### src/rtl/mem_stage_if.sv
// Data-memory bus between the MEM stage (master) and the data memory (slave).
// The request side is held stable from the request until dmem_ack.
interface mem_stage_if #(
    parameter int WORD_SIZE = 32
);
    logic                 dmem_req;
    logic                 dmem_we;
    logic [WORD_SIZE-1:0] dmem_addr;
    logic [3:0]           dmem_be;
    logic [WORD_SIZE-1:0] dmem_wdata;
    logic [WORD_SIZE-1:0] dmem_rdata;
    logic                 dmem_ack;

    modport master (
        output dmem_req, dmem_we, dmem_addr, dmem_be, dmem_wdata,
        input  dmem_rdata, dmem_ack
    );

    modport slave (
        input  dmem_req, dmem_we, dmem_addr, dmem_be, dmem_wdata,
        output dmem_rdata, dmem_ack
    );
endinterface

### src/rtl/mem_stage.sv
// MEM pipeline stage: word-addressed loads/stores over a req/ack bus, load
// alignment and extension, store lane generation, and the MEM/WB registers.
module mem_stage #(
    parameter int WORD_SIZE      = 32,
    parameter int NUM_REGS       = 32,
    parameter int REG_SEL        = $clog2(NUM_REGS),
    parameter int TIMEOUT_CYCLES = 16
) (
    input  logic                 clk,
    input  logic                 rst,
    input  logic                 in_valid,
    output logic                 in_ready,
    input  logic [WORD_SIZE-1:0] in_result,
    input  logic [WORD_SIZE-1:0] in_write_data,
    input  logic [REG_SEL-1:0]   in_rd,
    input  logic                 in_reg_write,
    input  logic                 in_mem_read,
    input  logic                 in_mem_write,
    input  logic [1:0]           in_data_size,
    input  logic                 in_data_sign,
    mem_stage_if.master          dmem,
    output logic                 wb_valid,
    output logic                 wb_reg_write,
    output logic [REG_SEL-1:0]   wb_rd,
    output logic [WORD_SIZE-1:0] wb_data,
    output logic [WORD_SIZE-1:0] mem_forward,
    output logic                 misalign,
    output logic                 bus_error
);
    localparam int CNT_W = $clog2(TIMEOUT_CYCLES + 1);
    localparam logic [CNT_W-1:0] CNT_LAST = CNT_W'(TIMEOUT_CYCLES - 1);

    typedef enum logic {
        IDLE,
        BUSY
    } state_t;

    state_t               state_q;
    logic [CNT_W-1:0]     cnt_q;
    logic [1:0]           lane_q;
    logic [1:0]           size_q;
    logic                 sign_q;
    logic                 reg_write_q;
    logic                 is_store_q;
    logic [REG_SEL-1:0]   rd_q;
    logic                 req_q;
    logic                 we_q;
    logic [WORD_SIZE-1:0] addr_q;
    logic [3:0]           be_q;
    logic [WORD_SIZE-1:0] wdata_q;
    logic                 wb_valid_q;
    logic                 wb_reg_write_q;
    logic [REG_SEL-1:0]   wb_rd_q;
    logic [WORD_SIZE-1:0] wb_data_q;
    logic                 misalign_q;
    logic                 bus_error_q;

    logic                 misaligned;
    logic [3:0]           be_d;
    logic [WORD_SIZE-1:0] wdata_d;
    logic [WORD_SIZE-1:0] shifted;
    logic [WORD_SIZE-1:0] load_data_d;

    always_comb begin
        misaligned = 1'b0;
        case (in_data_size)
            2'b00:   misaligned = 1'b0;
            2'b01:   misaligned = in_result[0];
            default: misaligned = |in_result[1:0];
        endcase
    end

    always_comb begin
        be_d    = 4'b1111;
        wdata_d = in_write_data;
        if (in_mem_write) begin
            case (in_data_size)
                2'b00: begin
                    be_d    = 4'b0001 << in_result[1:0];
                    wdata_d = {4{in_write_data[7:0]}};
                end
                2'b01: begin
                    be_d    = 4'b0011 << in_result[1:0];
                    wdata_d = {2{in_write_data[15:0]}};
                end
                default: begin
                    be_d    = 4'b1111;
                    wdata_d = in_write_data;
                end
            endcase
        end
    end

    // Load data arrives word-aligned; move the addressed lane down to bit 0.
    always_comb begin
        shifted     = dmem.dmem_rdata >> {lane_q, 3'b000};
        load_data_d = dmem.dmem_rdata;
        case (size_q)
            2'b00:   load_data_d = {{(WORD_SIZE-8){sign_q & shifted[7]}}, shifted[7:0]};
            2'b01:   load_data_d = {{(WORD_SIZE-16){sign_q & shifted[15]}}, shifted[15:0]};
            default: load_data_d = dmem.dmem_rdata;
        endcase
    end

    always_ff @(posedge clk) begin
        if (rst) begin
            state_q        <= IDLE;
            cnt_q          <= '0;
            lane_q         <= '0;
            size_q         <= '0;
            sign_q         <= 1'b0;
            reg_write_q    <= 1'b0;
            is_store_q     <= 1'b0;
            rd_q           <= '0;
            req_q          <= 1'b0;
            we_q           <= 1'b0;
            addr_q         <= '0;
            be_q           <= '0;
            wdata_q        <= '0;
            wb_valid_q     <= 1'b0;
            wb_reg_write_q <= 1'b0;
            wb_rd_q        <= '0;
            wb_data_q      <= '0;
            misalign_q     <= 1'b0;
            bus_error_q    <= 1'b0;
        end else begin
            wb_valid_q  <= 1'b0;
            misalign_q  <= 1'b0;
            bus_error_q <= 1'b0;
            case (state_q)
                IDLE: begin
                    if (in_valid) begin
                        if (!(in_mem_read || in_mem_write)) begin
                            wb_valid_q     <= 1'b1;
                            wb_data_q      <= in_result;
                            wb_rd_q        <= in_rd;
                            wb_reg_write_q <= in_reg_write;
                        end else if (misaligned) begin
                            misalign_q     <= 1'b1;
                            wb_valid_q     <= 1'b1;
                            wb_reg_write_q <= 1'b0;
                        end else begin
                            state_q     <= BUSY;
                            cnt_q       <= '0;
                            lane_q      <= in_result[1:0];
                            size_q      <= in_data_size;
                            sign_q      <= in_data_sign;
                            reg_write_q <= in_reg_write;
                            is_store_q  <= in_mem_write;
                            rd_q        <= in_rd;
                            req_q       <= 1'b1;
                            we_q        <= in_mem_write;
                            addr_q      <= {in_result[WORD_SIZE-1:2], 2'b00};
                            be_q        <= be_d;
                            wdata_q     <= wdata_d;
                        end
                    end
                end
                BUSY: begin
                    // An ack on the final counted cycle still completes normally.
                    if (dmem.dmem_ack) begin
                        state_q    <= IDLE;
                        req_q      <= 1'b0;
                        we_q       <= 1'b0;
                        wb_valid_q <= 1'b1;
                        wb_rd_q    <= rd_q;
                        if (is_store_q) begin
                            wb_reg_write_q <= 1'b0;
                        end else begin
                            wb_reg_write_q <= reg_write_q;
                            wb_data_q      <= load_data_d;
                        end
                    end else if (cnt_q == CNT_LAST) begin
                        state_q        <= IDLE;
                        req_q          <= 1'b0;
                        we_q           <= 1'b0;
                        bus_error_q    <= 1'b1;
                        wb_valid_q     <= 1'b1;
                        wb_reg_write_q <= 1'b0;
                    end else begin
                        cnt_q <= cnt_q + 1'b1;
                    end
                end
                default: state_q <= IDLE;
            endcase
        end
    end

    assign in_ready        = (state_q == IDLE);
    assign dmem.dmem_req   = req_q;
    assign dmem.dmem_we    = we_q;
    assign dmem.dmem_addr  = addr_q;
    assign dmem.dmem_be    = be_q;
    assign dmem.dmem_wdata = wdata_q;
    assign wb_valid        = wb_valid_q;
    assign wb_reg_write    = wb_reg_write_q;
    assign wb_rd           = wb_rd_q;
    assign wb_data         = wb_data_q;
    assign mem_forward     = wb_data_q;
    assign misalign        = misalign_q;
    assign bus_error       = bus_error_q;
endmodule

### src/flat_wrapper.sv
// flat-port wrapper written by rule: the top's interface ports become plain ports
module mem_stage_flat 
#(
    parameter int WORD_SIZE      = 32,
    parameter int NUM_REGS       = 32,
    parameter int REG_SEL        = $clog2(NUM_REGS),
    parameter int TIMEOUT_CYCLES = 16
)
  (clk, rst, in_valid, in_ready, in_result, in_write_data, in_rd, in_reg_write, in_mem_read, in_mem_write, in_data_size, in_data_sign, wb_valid, wb_reg_write, wb_rd, wb_data, mem_forward, misalign, bus_error, dmem_dmem_req, dmem_dmem_we, dmem_dmem_addr, dmem_dmem_be, dmem_dmem_wdata, dmem_dmem_rdata, dmem_dmem_ack);
  mem_stage_if #(.WORD_SIZE(WORD_SIZE)) dmem_i ();
  input  logic clk;
  input  logic rst;
  input  logic in_valid;
  output logic in_ready;
  input  logic [WORD_SIZE-1:0] in_result;
  input  logic [WORD_SIZE-1:0] in_write_data;
  input  logic [REG_SEL-1:0] in_rd;
  input  logic in_reg_write;
  input  logic in_mem_read;
  input  logic in_mem_write;
  input  logic [1:0] in_data_size;
  input  logic in_data_sign;
  output logic wb_valid;
  output logic wb_reg_write;
  output logic [REG_SEL-1:0] wb_rd;
  output logic [WORD_SIZE-1:0] wb_data;
  output logic [WORD_SIZE-1:0] mem_forward;
  output logic misalign;
  output logic bus_error;
  output wire logic [$bits(dmem_i.dmem_req)-1:0] dmem_dmem_req;
  output wire logic [$bits(dmem_i.dmem_we)-1:0] dmem_dmem_we;
  output wire logic [$bits(dmem_i.dmem_addr)-1:0] dmem_dmem_addr;
  output wire logic [$bits(dmem_i.dmem_be)-1:0] dmem_dmem_be;
  output wire logic [$bits(dmem_i.dmem_wdata)-1:0] dmem_dmem_wdata;
  input wire logic [$bits(dmem_i.dmem_rdata)-1:0] dmem_dmem_rdata;
  input wire logic [$bits(dmem_i.dmem_ack)-1:0] dmem_dmem_ack;
  assign dmem_dmem_req = dmem_i.dmem_req;
  assign dmem_dmem_we = dmem_i.dmem_we;
  assign dmem_dmem_addr = dmem_i.dmem_addr;
  assign dmem_dmem_be = dmem_i.dmem_be;
  assign dmem_dmem_wdata = dmem_i.dmem_wdata;
  assign dmem_i.dmem_rdata = dmem_dmem_rdata;
  assign dmem_i.dmem_ack = dmem_dmem_ack;
  mem_stage #(.WORD_SIZE(WORD_SIZE), .NUM_REGS(NUM_REGS), .REG_SEL(REG_SEL), .TIMEOUT_CYCLES(TIMEOUT_CYCLES)) u_core (.clk(clk), .rst(rst), .in_valid(in_valid), .in_ready(in_ready), .in_result(in_result), .in_write_data(in_write_data), .in_rd(in_rd), .in_reg_write(in_reg_write), .in_mem_read(in_mem_read), .in_mem_write(in_mem_write), .in_data_size(in_data_size), .in_data_sign(in_data_sign), .dmem(dmem_i), .wb_valid(wb_valid), .wb_reg_write(wb_reg_write), .wb_rd(wb_rd), .wb_data(wb_data), .mem_forward(mem_forward), .misalign(misalign), .bus_error(bus_error));
endmodule
### config.mk
export PLATFORM = sky130hd
export DESIGN_NAME = mem_stage_flat
export DESIGN_NICKNAME = d
export VERILOG_FILES = /design/src/rtl/mem_stage_if.sv /design/src/rtl/mem_stage.sv /design/src/flat_wrapper.sv
export SDC_FILE = /design/constraint.sdc
export NUM_CORES = 1
export LEC_CHECK = 0
export CORE_MARGIN = 1.5
export CORE_UTILIZATION = 39
export DETAILED_ROUTE_END_ITERATION = 16
export HOLD_SLACK_MARGIN = 0.05
export PLACE_DENSITY = 0.77
export SYNTH_ARGS = -nofsm -noshare
export SYNTH_HDL_FRONTEND = slang
export SYNTH_SLANG_ARGS = --single-unit
### constraint.sdc
create_clock -name clk -period 1.9 [get_ports clk]
set_input_delay 0.38 -clock clk [delete_from_list [all_inputs] [get_ports clk]]
set_output_delay 0.38 -clock clk [all_outputs]
set_load 0.02 [all_outputs]
==> results of run 1 <==
[final timing paths]
path                                                        startpoint                                 endpoint  slack [ns]
worst max-delay path                                      in_result[1]  u_core.dmem.dmem_wdata[15]$_SDFFE_PP0P_        0.03
worst min-delay path                                      in_result[0]            u_core.lane_q[0]$_SDFFE_PP0P_        0.42
worst min register to register  u_core.dmem.dmem_addr[14]$_SDFFE_PP0P_   u_core.dmem.dmem_addr[14]$_SDFFE_PP0P_        0.45
worst max register to register           u_core.lane_q[0]$_SDFFE_PP0P_      u_core.mem_forward[17]$_SDFFE_PP0P_        0.08
[metrics by stage]
| stage | setup WS, ns | setup TNS (ns) | util [%] | hold slack, ns | power [µW] |
|---|---|---|---|---|---|
| after floorplan | 0.0444 | 0 | - | 0.431 | 3780 |
| after global placement | -0.346 | -32.77 | 57.2 | 0.442 | 4580 |
| after detailed placement | -0.448 | -37.45 | 57.2 | 0.446 | 4600 |
| after CTS | 0.00221 | 0 | 60.8 | 0.454 | 7690 |
| after global routing | -0.0134 | -0.0372 | 61.6 | 0.467 | 7970 |
| final | 0.0304 | 0 | 61.6 | 0.424 | 7660 |
[critical path, cell delays in order]
cell and delay, ns:
clkdlybuf4s50_1 0.41, or2_4 0.26, a2111o_2 0.53, buf_4 0.18, clkbuf_16 0.18, a31o_1 0.23
[cells by family (layout without fill, tap and decap cells)]
family | after synthesis | count (layout)
adders and majority gates | 2 | 2
other | 1 | 3
and+or+nand+nor | 259 | 259
muxes | 33 | 33
xor gates and xnor gates | 2 | 2
DFF | 127 | 127
AOI/OAI and AO/OA | 223 | 223
buffers and inverters | 110 | 348
[cells in the final DEF (no fill, tap or decap), types with 4 or more instances in the layout]
master,count
clkdlybuf4s50_1,249
dfxtp_1,126
nand2_1,124
a21oi_1,75
a211oi_1,54
buf_4,47
nor2_1,39
mux2i_1,29
o221ai_1,23
nor3_1,22
o211ai_1,21
clkbuf_16,19
a31o_1,16
nand3b_1,15
nor2b_1,13
o21ai_0,12
nand2b_1,12
nor4_1,10
a221oi_1,8
buf_12,8
nor4_2,7
inv_1,4
clkinvlp_4,4
clkinv_2,4
buf_6,4
[report_power, final]
| part | total (µW) | internal, µW | switching (µW) | leakage [µW] |
|---|---|---|---|---|
| combinational | 1680 | 831 | 845 | 0.00205 |
| sequential | 2910 | 2810 | 98.5 | 0.00104 |
| clock | 3070 | 1830 | 1240 | 0.000265 |
| total | 7660 | 5470 | 2190 | 0.00335 |
[cell type report]
cell class | instances | area [µm²]
diodes | 1 | 2.50
clock buffers | 18 | 439
clock inverters | 13 | 115
fillers | 1419 | 6050
inverters | 5 | 18.8
multi-input cells | 521 | 3210
flip-flops and latches | 127 | 2540
well taps | 216 | 270
repair buffers | 312 | 3120
[routing by layer]
layer  up-vias  global-route usage (%)  routed length (µm)
met5         -                       0                   0
met4         0                    8.63                 368
met3        30                    6.97                1580
met2       239                    45.0               11100
met1      3099                    28.7                8610
li1       3175                       -                   -
[cells in the mapped netlist, types with 18 or more instances]
cell        n  share of area (%)
nand2_1   125                7.5
dfxtp_1   127                 41
clkbuf_1   46                2.8
buf_4      34                4.1
nor2_1     39                2.3
mux2i_1    29                4.6
nor3_1     22                1.8
buf_2      18                1.4
o211ai_1   21                2.5
a211oi_1   54                6.5
o221ai_1   23                3.2
a21oi_1    75                6.0
[state kept, by name, summed over array words and instances (netlist names)]
name	count
u_core.cnt_q	5
u_core.wb_valid	1
u_core.mem_forward	32
u_core.sign_q	1
u_core.dmem.dmem_be	4
u_core.dmem.dmem_addr	30
u_core.is_store_q	1
u_core.reg_write_q	1
u_core.state_q	1
u_core.dmem.dmem_req	1
u_core.dmem.dmem_wdata	32
u_core.size_q	2
u_core.misalign	1
u_core.bus_error	1
u_core.wb_rd	5
u_core.lane_q	2
u_core.rd_q	5
u_core.wb_reg_write	1
u_core.dmem.dmem_we	1
[timing repair]
action / CTS / global route
pin swaps: 0 / 3
gates cloned: 0 / 2
setup buffers: 2 / 1
gates resized for setup: 2 / 16
endpoints found under the setup margin: 5 / 36
==> metrics.cfg, run 1 <==
[run_status]
status=finished clean

[worst_setup_path]
critPathArrivalTime_ns=2.17
critPathCaptureType=flop
required_ns=2.20
start_kind=primary input
critPathKind=primary input to flop
reg2reg_depth=5
path_max_fanout=20

[floorplanning]
num_rows=46
dieWidth_um=130
initial_core_util_pct=39.7
core_area_um2=15800
pin_count=255
die_h_um=130
fp.dieArea_um2=16800

[logic_synthesis]
syn_area_um2=6260
yosysWarnings=0
synthFlopType=dfxtp_1
synth_fa_ha_area_share_pct=0.400
synth_compound_area_share_pct=24.5
synth_edf_count=0
synth_xor_area_share_pct=0.280
synthSimpleGateAreaFrac_pct=19.3
synth_seq_area_share_pct=40.6
synth.avg_cell_area_um2=8.27
synth_top_family_by_area=compound AO/OA/AOI/OAI gates
synth_mux_area_share_pct=5.54
yosys.cell_types.count=49
syn_inst=757
ys_seq_elements=127
synthArstFlopShare_pct=0

[power_and_ir_drop]
leakage_uw=0.00335
p_per_area_nw_per_um2=788
irDropWorstVdd_uv=576

[clocking]
cts_tree=yes
cts_made_buffers=17
cts.path.max_buffers=2
cts_htree_levels=4
clk-insertion-delay-late_ns=0.42
ctsRootBufferMaster=clkbuf_16
clk_pin_slew_ns=0.06
cts_hold_buf=0
cts_sinks=127

[detailed_routing]
ant_nets=0
viasPerCell=5.39
wl_per_cell_um=17.8
dr.pass1.iters=5
vias=6543
drt_iter0_markers=360
drc=0
drt-total-wl_um=21600

[timing]
slew_headroom_pct=63.8
layout_min_cycle_time_ns=1.87
fmax_ghz=0.535
slew_viol_final=0
period_share_pct=98.4
setup_viol=0
tightest_slew_ns=0.542
skew_ns=0.0117
hold_violations=0

[global_routing]
grt_max_degree=79
grt_pass1_wl_um=32800
grt_use_total_pct=25.1
grt_overflow=0
antenna_found_initial=1
grt_pass1_vias=6367

[placement]
placedCellCount=1176
hpwl_um=15300
port_buffers=252
placed_area_um2=9010
place_congestion=0.850

[layout]
fin_cells=1213
fin_area_um2=9720
nNetsFinal=1097
syn_to_final_growth_pct=55.2
drive_above_1_share_pct=11.3

[job]
maxCapViolCount=0

[worst_hold_path]
hp-class=primary input to flop
holdPathStages=4

Power figures use the tool's default switching activity.
==> run 2: changes to the inputs <==
- CTS_CLUSTER_DIAMETER: default -> 50
- CTS_CLUSTER_SIZE: default -> 28
==> results of run 2 <==
The final DEF is identical to that of run 1; final timing and power are the same.
==> run 3: changes to the inputs <==
- CORE_UTILIZATION: 39 -> 40
- CTS_BUF_LIST: default -> sky130_fd_sc_hd__clkbuf_4 sky130_fd_sc_hd__clkbuf_8
- PLACE_DENSITY: 0.77 -> 0.78
- REMOVE_ABC_BUFFERS: default -> 1
==> metrics.cfg, run 3 (synthesis gave the netlist of run 1 again) <==
[layout]
fin_cells=1205  ; was 1213
final_common_cell=clkdlybuf4s50_1  ; unchanged
fillers=1325  ; was 1419
diodes=0  ; was 1
post-route-util_pct=62.9  ; was 61.6%
fin_area_um2=9600  ; was 9720 µm²
syn_to_final_growth_pct=53.3  ; was 55.2%
mostFrequentLayoutCells=clkdlybuf4s50_1, nand2_1, dfxtp_1, a21oi_1, a211oi_1  ; was clkdlybuf4s50_1, dfxtp_1, nand2_1, a21oi_1, a211oi_1
nNetsFinal=1095  ; was 1097
drive_above_1_share_pct=11.6  ; was 11.3%

[timing]
skew_ns=0.0101  ; was 0.0117 ns
period_share_pct=98.3  ; was 98.4%
tightest_slew_ns=0.522  ; was 0.542 ns
rsz0062_at_grt=yes
slew_viol_final=0  ; unchanged
slew_headroom_pct=65.2  ; was 63.8%
final.setup.worst_slack_ns=0.0327  ; was 0.0304 ns
setup_viol=0  ; unchanged
layout_min_cycle_time_ns=1.87  ; about the same
hold_violations=0  ; unchanged
fmax_ghz=0.536  ; was 0.535 GHz

[global_routing]
grt_use_met3_pct=6.84  ; was 6.97%
antenna_found_initial=0  ; was 1
grt.busiest_layer=met2  ; unchanged
grtUsageMet2_pct=41.4  ; was 45.0%
grt_max_degree=48  ; was 79
grtUsageMet1_pct=31.0  ; was 28.7%
grt_use_total_pct=25.0  ; was 25.1%
grt_pass1_wl_um=32200  ; was 32800 µm
grt_pass1_vias=6082  ; was 6367
grt_overflow=0  ; unchanged

[worst_setup_path]
critPathArrivalTime_ns=2.23  ; was 2.17 ns
critPathCaptureType=flop  ; unchanged
required_ns=2.26  ; was 2.20 ns
start_kind=primary input  ; unchanged
path_max_fanout=16  ; was 20
critPathKind=primary input to flop  ; unchanged

[placement]
hpwl_um=14700  ; was 15300 µm
port_buffers=252  ; unchanged
dpl_worst_slack_ns=-0.422  ; was -0.448 ns
place_congestion=0.822  ; was 0.850
placed_area_um2=9050  ; was 9010 µm²
placedCellCount=1173  ; was 1176

[power_and_ir_drop]
irDropWorstVdd_uv=363  ; was 576 µV
p_per_area_nw_per_um2=741  ; was 788 nW/µm²
leakage_uw=0.00341  ; was 0.00335 µW

[floorplanning]
core_area_um2=15300  ; was 15800 µm²
dieWidth_um=128  ; was 130 µm
pin_count=255  ; unchanged
die_h_um=128  ; was 130 µm
fp.dieArea_um2=16400  ; was 16800 µm²
num_rows=45  ; was 46
initial_core_util_pct=41.0  ; was 39.7%

[detailed_routing]
vias=6546  ; was 6543
drt_iter0_markers=376  ; was 360
ant_nets=0  ; unchanged
drc=0  ; unchanged
viasPerCell=5.43  ; was 5.39
wl_per_cell_um=17.3  ; was 17.8 µm
drt-total-wl_um=20900  ; was 21600 µm
dr.pass1.iters=5  ; unchanged

[clocking]
cts_sinks=127  ; unchanged
clk_pin_slew_ns=0.07  ; was 0.06 ns
clk-insertion-delay-late_ns=0.45  ; was 0.42 ns
cts.path.max_buffers=2  ; unchanged
cts_made_buffers=17  ; unchanged
ctsRootBufferMaster=clkbuf_8  ; was clkbuf_16
cts_setup_buffers=0  ; was 2
cts_tree=yes  ; unchanged
cts_htree_levels=4  ; unchanged

[run_status]
status=finished clean  ; unchanged

[worst_hold_path]
hp-class=flop to flop  ; was primary input to flop

[job]
maxCapViolCount=0  ; unchanged

run 3: changes by cell type in the layout (fill, tap and decap cells not counted), moves of 3 or more:
| cell | before | now |
|---|---|---|
| clkbuf_16 | 19 | 0 |
| clkbuf_8 | 1 | 17 |
| clkdlybuf4s50_1 | 249 | 241 |
| dlymetal6s2s_1 | 1 | 8 |
| a211oi_1 | 54 | 49 |
| a211oi_2 | 0 | 5 |
| buf_6 | 4 | 0 |
| bufinv_16 | 1 | 4 |
| clkbuf_4 | 0 | 3 |
| inv_6 | 3 | 0 |
run 3: power breakdown:
| group | switching (µW) | internal (µW) | total (µW) |
|---|---|---|---|
| Combinational | 835 | 820 | 1650 |
| Sequential | 106 | 2810 | 2920 |
| Clock | 1080 | 1460 | 2540 |
| Total | 2030 | 5090 | 7110 |
run 3: cell type report:
type | instances | area (µm²) | area share [%]
repair buffers | 309 | 3090 | 32.2
clock buffers | 20 | 256 | 2.67
well taps | 211 | 264 | 2.75
multi-input cells | 522 | 3260 | 33.9
flip-flops and latches | 127 | 2540 | 26.5
inverters | 5 | 18.8 | 0.196
clock inverters | 11 | 166 | 1.73
run 3: repair_timing:
action,4_1_cts,5_1_grt
cloned,0,1
endpoints found under the setup margin,3,34
resized for setup,2,24
pin swaps,0,0
hold buffers,0,0
run 3: critical path, stage by stage:
cell and delay [ns]:
clkdlybuf4s50_1 0.45, or4b_1 0.57, nand2_1 0.15, buf_4 0.24, o221ai_1 0.15, nor3_1 0.27
run 3: through the flow:
stage	power, µW	TNS (ns)	hold WS, ns
5_1_grt	7400	-0.0700	0.467
3_3_place_gp	4580	-36.58	0.438
3_5_place_dp	4610	-39.14	0.445
4_1_cts	7140	0	0.426
2_1_floorplan	3640	-231.41	0.425
6_report	7110	0	0.452
run 3: metal layers:
metal | vias to the layer above | routed length [µm]
met4 | 0 | 502
met5 | - | 0
met3 | 35 | 1590
met2 | 271 | 10000
met1 | 3077 | 8790
li1 | 3163 | -
run 3: worst paths after layout:
path | startpoint | to | slack, ns | cells after the start
worst min-delay path | u_core.is_store_q$_SDFFE_PP0P_ | u_core.is_store_q$_SDFFE_PP0P_ | 0.45 | 2
worst max-delay path | in_mem_write | u_core.mem_forward[26]$_SDFFE_PP0P_ | 0.03 | 6
worst min register to register | u_core.is_store_q$_SDFFE_PP0P_ | u_core.is_store_q$_SDFFE_PP0P_ | 0.45 | 2
worst max register to register | u_core.lane_q[0]$_SDFFE_PP0P_ | u_core.mem_forward[31]$_SDFFE_PP0P_ | 0.10 | 4
